File: src/rtl/jk_bank_pkg.sv
// Shared encodings for the JK register bank and its cells.
package jk_bank_pkg;

  // Operating modes of the bank.
  typedef enum logic [1:0] {
    MODE_JK    = 2'b00,
    MODE_LOAD  = 2'b01,
    MODE_COUNT = 2'b10,
    MODE_SHIFT = 2'b11
  } mode_e;

  // {J,K} pair meaning for a single cell.
  typedef enum logic [1:0] {
    JK_HOLD   = 2'b00,
    JK_RESET  = 2'b01,
    JK_SET    = 2'b10,
    JK_TOGGLE = 2'b11
  } jk_e;

endpackage

File: src/rtl/jk_cell.sv
// Single-bit edge-triggered JK flip-flop with a per-instance reset value.
module jk_cell
  import jk_bank_pkg::*;
(
  input  logic C,
  input  logic RESETn,
  input  logic RST_VAL,
  input  logic J,
  input  logic K,
  output logic Q,
  output logic Qn
);

  logic q_q, q_d;

  // Next state from the JK truth table.
  always_comb begin
    q_d = q_q;
    case (jk_e'({J, K}))
      JK_HOLD:   q_d = q_q;
      JK_RESET:  q_d = 1'b0;
      JK_SET:    q_d = 1'b1;
      JK_TOGGLE: q_d = ~q_q;
    endcase
  end

  // State flop; reset is sampled on the clock edge only.
  always_ff @(posedge C) begin
    if (!RESETn) q_q <= RST_VAL;
    else         q_q <= q_d;
  end

  // Qn comes from the same flop, so it can never skew from Q.
  assign Q  = q_q;
  assign Qn = ~q_q;

endmodule

File: src/rtl/jk_register_bank.sv
// WIDTH-bit register of JK cells with JK, load, modulo count and shift modes.
// The bank only steers per-cell J/K; all state lives in the cells plus the OVF flop.
module jk_register_bank
  import jk_bank_pkg::*;
#(
  parameter int WIDTH     = 4,
  parameter int MAX_COUNT = (1 << WIDTH) - 1,
  parameter int RESET_VAL = 0
) (
  input  logic             C,
  input  logic             RESETn,
  input  logic             EN,
  input  logic [1:0]       MODE,
  input  logic [WIDTH-1:0] J,
  input  logic [WIDTH-1:0] K,
  input  logic [WIDTH-1:0] D,
  input  logic             UP,
  input  logic             SIN,
  output logic [WIDTH-1:0] Q,
  output logic [WIDTH-1:0] Qn,
  output logic             TC,
  output logic             OVF
);

  localparam logic [WIDTH-1:0] MAX_V = WIDTH'(MAX_COUNT);
  localparam logic [WIDTH-1:0] RST_V = WIDTH'(RESET_VAL);

  logic [WIDTH-1:0] cell_j, cell_k;
  logic [WIDTH-1:0] up_t, dn_t;
  logic [WIDTH-1:0] load_v, shift_v;
  logic             ovf_d, ovf_q;

  // Synchronous-counter toggle terms: bit i flips when all lower bits are 1 (up) or 0 (down).
  always_comb begin
    up_t    = '0;
    dn_t    = '0;
    up_t[0] = 1'b1;
    dn_t[0] = 1'b1;
    for (int i = 1; i < WIDTH; i++) begin
      up_t[i] = up_t[i-1] & Q[i-1];
      dn_t[i] = dn_t[i-1] & ~Q[i-1];
    end
  end

  // Per-cell J/K steering and wrap detection; EN=0 holds every cell.
  always_comb begin
    cell_j  = '0;
    cell_k  = '0;
    ovf_d   = 1'b0;
    load_v  = (D > MAX_V) ? MAX_V : D;
    shift_v = {Q[WIDTH-2:0], SIN};
    if (EN) begin
      case (mode_e'(MODE))
        MODE_JK: begin
          cell_j = J;
          cell_k = K;
        end
        MODE_LOAD: begin
          cell_j = load_v;
          cell_k = ~load_v;
        end
        MODE_SHIFT: begin
          cell_j = shift_v;
          cell_k = ~shift_v;
        end
        MODE_COUNT: begin
          if (UP) begin
            if (Q >= MAX_V) begin
              // Wrap (or out-of-range value) forces every cell clear.
              cell_j = '0;
              cell_k = '1;
              ovf_d  = 1'b1;
            end else begin
              cell_j = up_t;
              cell_k = up_t;
            end
          end else begin
            if (Q == '0 || Q > MAX_V) begin
              // Both cases force MAX; only the underflow from zero is a wrap.
              cell_j = MAX_V;
              cell_k = ~MAX_V;
              ovf_d  = (Q == '0);
            end else begin
              cell_j = dn_t;
              cell_k = dn_t;
            end
          end
        end
      endcase
    end
  end

  // Overflow pulse flop, cleared by reset.
  always_ff @(posedge C) begin
    if (!RESETn) ovf_q <= 1'b0;
    else         ovf_q <= ovf_d;
  end

  for (genvar i = 0; i < WIDTH; i++) begin : g_cell
    jk_cell u_cell (
      .C      (C),
      .RESETn (RESETn),
      .RST_VAL(RST_V[i]),
      .J      (cell_j[i]),
      .K      (cell_k[i]),
      .Q      (Q[i]),
      .Qn     (Qn[i])
    );
  end

  assign OVF = ovf_q;
  assign TC  = (MODE == MODE_COUNT) && (UP ? (Q == MAX_V) : (Q == '0));

endmodule
File: config.mk
export PLATFORM = sky130hd
export DESIGN_NAME = jk_register_bank
export DESIGN_NICKNAME = d
export VERILOG_FILES = /design/src/rtl/jk_bank_pkg.sv /design/src/rtl/jk_cell.sv /design/src/rtl/jk_register_bank.sv
export SDC_FILE = /design/constraint.sdc
export NUM_CORES = 1
export LEC_CHECK = 0
export ABC_CLOCK_PERIOD_IN_PS = 3820
export BUFFER_PORTS_ARGS = -buffer_cell sky130_fd_sc_hd__buf_4
export CAP_MARGIN = 15
export CORE_AREA = 4 4 41 43
export CTS_BUF_LIST = sky130_fd_sc_hd__clkbuf_4 sky130_fd_sc_hd__clkbuf_8
export CTS_CLUSTER_SIZE = 8
export DETAILED_ROUTE_END_ITERATION = 10
export DIE_AREA = 0 0 45 47
export MAX_ROUTING_LAYER = met4
export PLACE_DENSITY = 0.78
export SLEW_MARGIN = 20
export SYNTH_ARGS = -nofsm -noshare
export SYNTH_HDL_FRONTEND = slang
export SYNTH_SLANG_ARGS = --single-unit
export TNS_END_PERCENT = 50
File: constraint.sdc
create_clock -name C -period 3.82 [get_ports C]
set_input_delay 0.382 -clock C [delete_from_list [all_inputs] [get_ports C]]
set_output_delay 0.382 -clock C [all_outputs]
set_load 0.005 [all_outputs]
Yosys cells after proc, flatten, opt, wreduce, memory -nomap -nowiden --
Cells that the tools add are included.
Operators by class: magnitude comparators 3, bitwise gates (word level) 10, muxes and demuxes 19, eq/ne operators 16, reduce and logical (&&, ||, !) cells 9
Operators with widths (number):
- 2-to-1 mux 4 bit | 9
- one-hot mux 4 bit (4 select lines) | 2
- equality test 2 bit, second input constant | 10
- one-hot mux 1 bit (3 select lines) | 4
- equality test 2 x 1 -> 1 bit, second input constant | 5
- zero test 2 bit | 5
- greater-than comparator 4 bit, second input constant | 2
- inverter 4 bit | 2
- AND 1 bit | 4
- equality test 4 bit, second input constant | 1
- >= comparator 4 bit, second input constant | 1
- zero test 4 bit | 1
- 2-to-1 mux 1 bit | 4
- inverter 1 bit | 4
- AND reduction 3 bit | 1
- logical AND 1 bit | 1
- logical OR 1 bit | 1
Word-level totals: output and inout bits 10, logic and storage cells 62, register bits 5, bits of input ports 19

Logic depth before layout (Yosys ltp) --
word-level depth 9, depth in mapped cells 5, mapped depth without buffers 4

Hierarchy --
A second synthesis with hierarchy kept.
Second synthesis, totals: cells, all modules 94, area total of the unflattened synthesis 744.5 um2
Modules (own cells, without submodules):
- jk_register_bank | cells an instance 70, sequential area each 20.0 um2, area an instance 489.2 um2, instances 1
- jk_cell | cells an instance 6, sequential area each 30.0 um2, area an instance 63.8 um2, instances 4

Worst setup path after synthesis --
No wires, ideal clock.
path kind reg-to-output, start point register g_cell[0].u_cell.q_q, end point output port TC, stages on the path, launching flop included 5, buffers on the path 1, required time 3438 ps, arrival time 1139 ps, slack 2299 ps, path through dfxtp_1 -> buf_4 -> or3_4 -> o22ai_1 -> and3_1
Between the ends: longest elaborated chain between the ends 3
RTL lines:
- start, declared | RTL line jk_cell.sv:14 | logic q_q, q_d;
- start signal, assigned | RTL line jk_cell.sv:30 | else q_q <= q_d;
- equality test 4 bit / zero test 4 bit (equally long branches) | RTL line jk_register_bank.sv:112 | assign TC = (MODE == MODE_COUNT) && (UP ? (Q == MAX_V) : (Q == '0));
- 2-to-1 mux 1 bit * | RTL line jk_register_bank.sv:112
- logical AND 1 bit * | RTL line jk_register_bank.sv:112
- end, declared | RTL line jk_register_bank.sv:21 | output logic TC,
Every way passes the cells marked *; elsewhere a longest branch is shown, timed or not.

Worst setup path in the final report --
Same ends and word-level chain as after synthesis.

==> results by group <==
Critical path
  • Slowest stage delay, CP: 420 ps
  • CP max FO: 11
  • Crit path launch type: flip-flop
  • WP buf/inv: 1
  • Kind of critical path: reg2out
  • Endpoint class of the critical path: output pin
  • CP required: 3440 ps
  • WP data arrival: 1540 ps
  • Slowest stage cell on the critical path: or3_4
  • Worst path cell trace: or3_4 > o22ai_1 > and3_1 > buf_4
  • Kind of cell adding the most delay to the critical path: simple AND/OR/NAND/NOR gates

Floorplan
  • Row cnt: 13
  • I/O pin cnt: 29
  • Die Wd: 45 um
  • Die height: 47 um
  • Total core area: 0.00130 mm^2
  • Initial Util: 0.467
  • Die footprint: 0.00212 mm^2

Synth
  • Mapped Avg Cell Area: 7.42 um^2
  • Mapped cell area: 608 um^2
  • Yosys Warn Count: 0
  • Sequential area share after synthesis: 0.165
  • Main flop type after synthesis: dfxtp_1
  • Gate Count Post-Synth: 82
  • Syn nets: 101
  • Unique masters post-synth: 36
  • EDFF count, synth: 0
  • Asr flop ratio synth: 0
  • Number of synthesized register bits: 5

Routing
  • DRT iter0 DRCs: 25
  • Antenna viol nets, final: 0
  • Residual DRC: 0
  • Wire per inst: 13.1 um
  • Final wirelength: 1.51 mm
  • Detailed-route via count: 660
  • Via/cell ratio: 5.74
  • DRT Pass-1 Iters: 4

STA
  • Max-slew violations: 0
  • Tmin final: 1920 ps
  • Fmax: 521 MHz
  • Final Hold Vio Count: 0
  • Fin crit share: 0.502
  • Least-Margin Pin Slew: 352 ps
  • Setup TNS: 0 ps
  • Final Setup Violations: 0
  • Slew margin rel.: 0.765
  • Unrepaired setup endpoints after global routing: false
  • Final Skew: 7.05 ps

Layout
  • Ant diodes: 0
  • Multi-input gate area: 390 um^2
  • Layout area overhead: 27.0%
  • Final #Nets: 120
  • Layout cells sized above 1: 0.370
  • Register area: 100 um^2
  • FILL cells: 139
  • Design Area, Final: 772 um^2

Clock tree
  • H-tree level count: 1
  • CTS root buffer: clkbuf_4
  • Post-CTS sizing: 0
  • CTS max path bufs: 2
  • Post-CTS Setup Inserts: 0
  • CTS tree: yes
  • CTS clock-pin slew for the worst setup and hold paths: 50 ps
  • Cts bufs inserted: 3
  • Clock Latency Late Sink: 250 ps
  • CTS Sinks: 5
  • CTS Hold Buffers Added: 0

Pwr
  • Leakage: 0.000324 uW
  • Worst vdd ir: 0.183 mV
  • PwrDens: 277 mW/mm^2
  • Total power draw: 214 uW

Global routing
  • Initial antenna violation count: 0
  • Largest net degree at the start of global routing: 22
  • Grt ovf: 0
  • GR Util All Layers: 0.163
  • Vias in the first global route: 549
  • Global-route wire length before repair: 2.43 mm

Place
  • Routability cong.: 0.773
  • DP Wirelength: 1.14 mm
  • Placed Area: 742 um^2
  • IO Port Bufs: 28

Flow run
  • MaxCap Viol Count: 0

Outcome
  • Outcome: finished clean

Min path
  • Hold Crit Class: in2reg
==> through the flow <==
stage	setup WS [ps]	util	instances	hold slack, ps
finish	1900	0.593	115	436
global route	1850	0.593	115	442
global placement	2140	0.570	111	611
detailed placement	2130	0.570	111	626
floorplan	2300	-	82	523
CTS	1920	0.593	115	430
==> routing by layer <==
metal / share of wire / track usage
met1: 0.42 / 0.208
met2: 0.46 / 0.237
met3: 0.11 / 0.0613
met4: 0.013 / 0.0526
met5: 0 / -
==> cell families (layout without fill, tap and decap cells) <==
family	after synthesis	in the layout	share of synthesized area
mux	3	3	0.0700
buf+inv	20	38	0.193
flops	5	5	0.165
compound gates	25	25	0.302
simple gates	28	28	0.255
xor+xnor	1	1	0.0144
==> registers in the layout (all words and copies together) (netlist names) <==
register,cells
OVF,1
g_cell.u_cell.Q,4
==> final timing paths <==
kind	start	endpoint	slack (ps)	cells after the start
max	g_cell[0].u_cell.Q	TC	1900	4
min	RESETn	OVF	440	2
max reg2reg	g_cell[0].u_cell.Q	g_cell[0].u_cell.Q	2310	4
min reg2reg	g_cell[0].u_cell.Q	g_cell[0].u_cell.Q	640	2
==> synthesized netlist by cell type (2+ instances only) <==
cell type	count	area share
o221ai_1	2	0.029
o311ai_0	2	0.029
a31oi_1	2	0.021
nor2_1	5	0.031
clkbuf_1	3	0.019
nor3_1	3	0.025
o21ai_0	3	0.025
inv_1	6	0.037
nand2_1	5	0.031
nor2b_1	2	0.021
and3_1	2	0.021
dfxtp_1	5	0.16
mux2i_1	2	0.033
a211oi_1	2	0.025
a21oi_1	2	0.016
nand3_1	5	0.041
a21oi_2	2	0.029
o31ai_1	2	0.025
o21a_1	2	0.025
buf_4	9	0.11
==> power by group <==
part	internal (uW)	switching [uW]
logic	44.4	33.8
clock network	46.7	23.3
registers	56.6	9.39
==> cells in the final DEF (no fill, tap or decap), drive strengths merged, types with 3 or more instances in the layout <==
cell type / n
nand3: 5
a21oi: 4
inv: 6
clkbuf: 4
o21ai: 3
nand2: 5
nor3: 3
buf: 28
dfxtp: 5
nor2: 5
==> cell type report <==
cell class / instances / area share
multi-input cells: 57 / 0.506
repair buffers: 28 / 0.272
flip-flops and latches: 5 / 0.130
clock buffers: 4 / 0.0389
inverters: 6 / 0.0292
well taps: 15 / 0.0243
No activity file was read; power rests on OpenSTA's default activity.
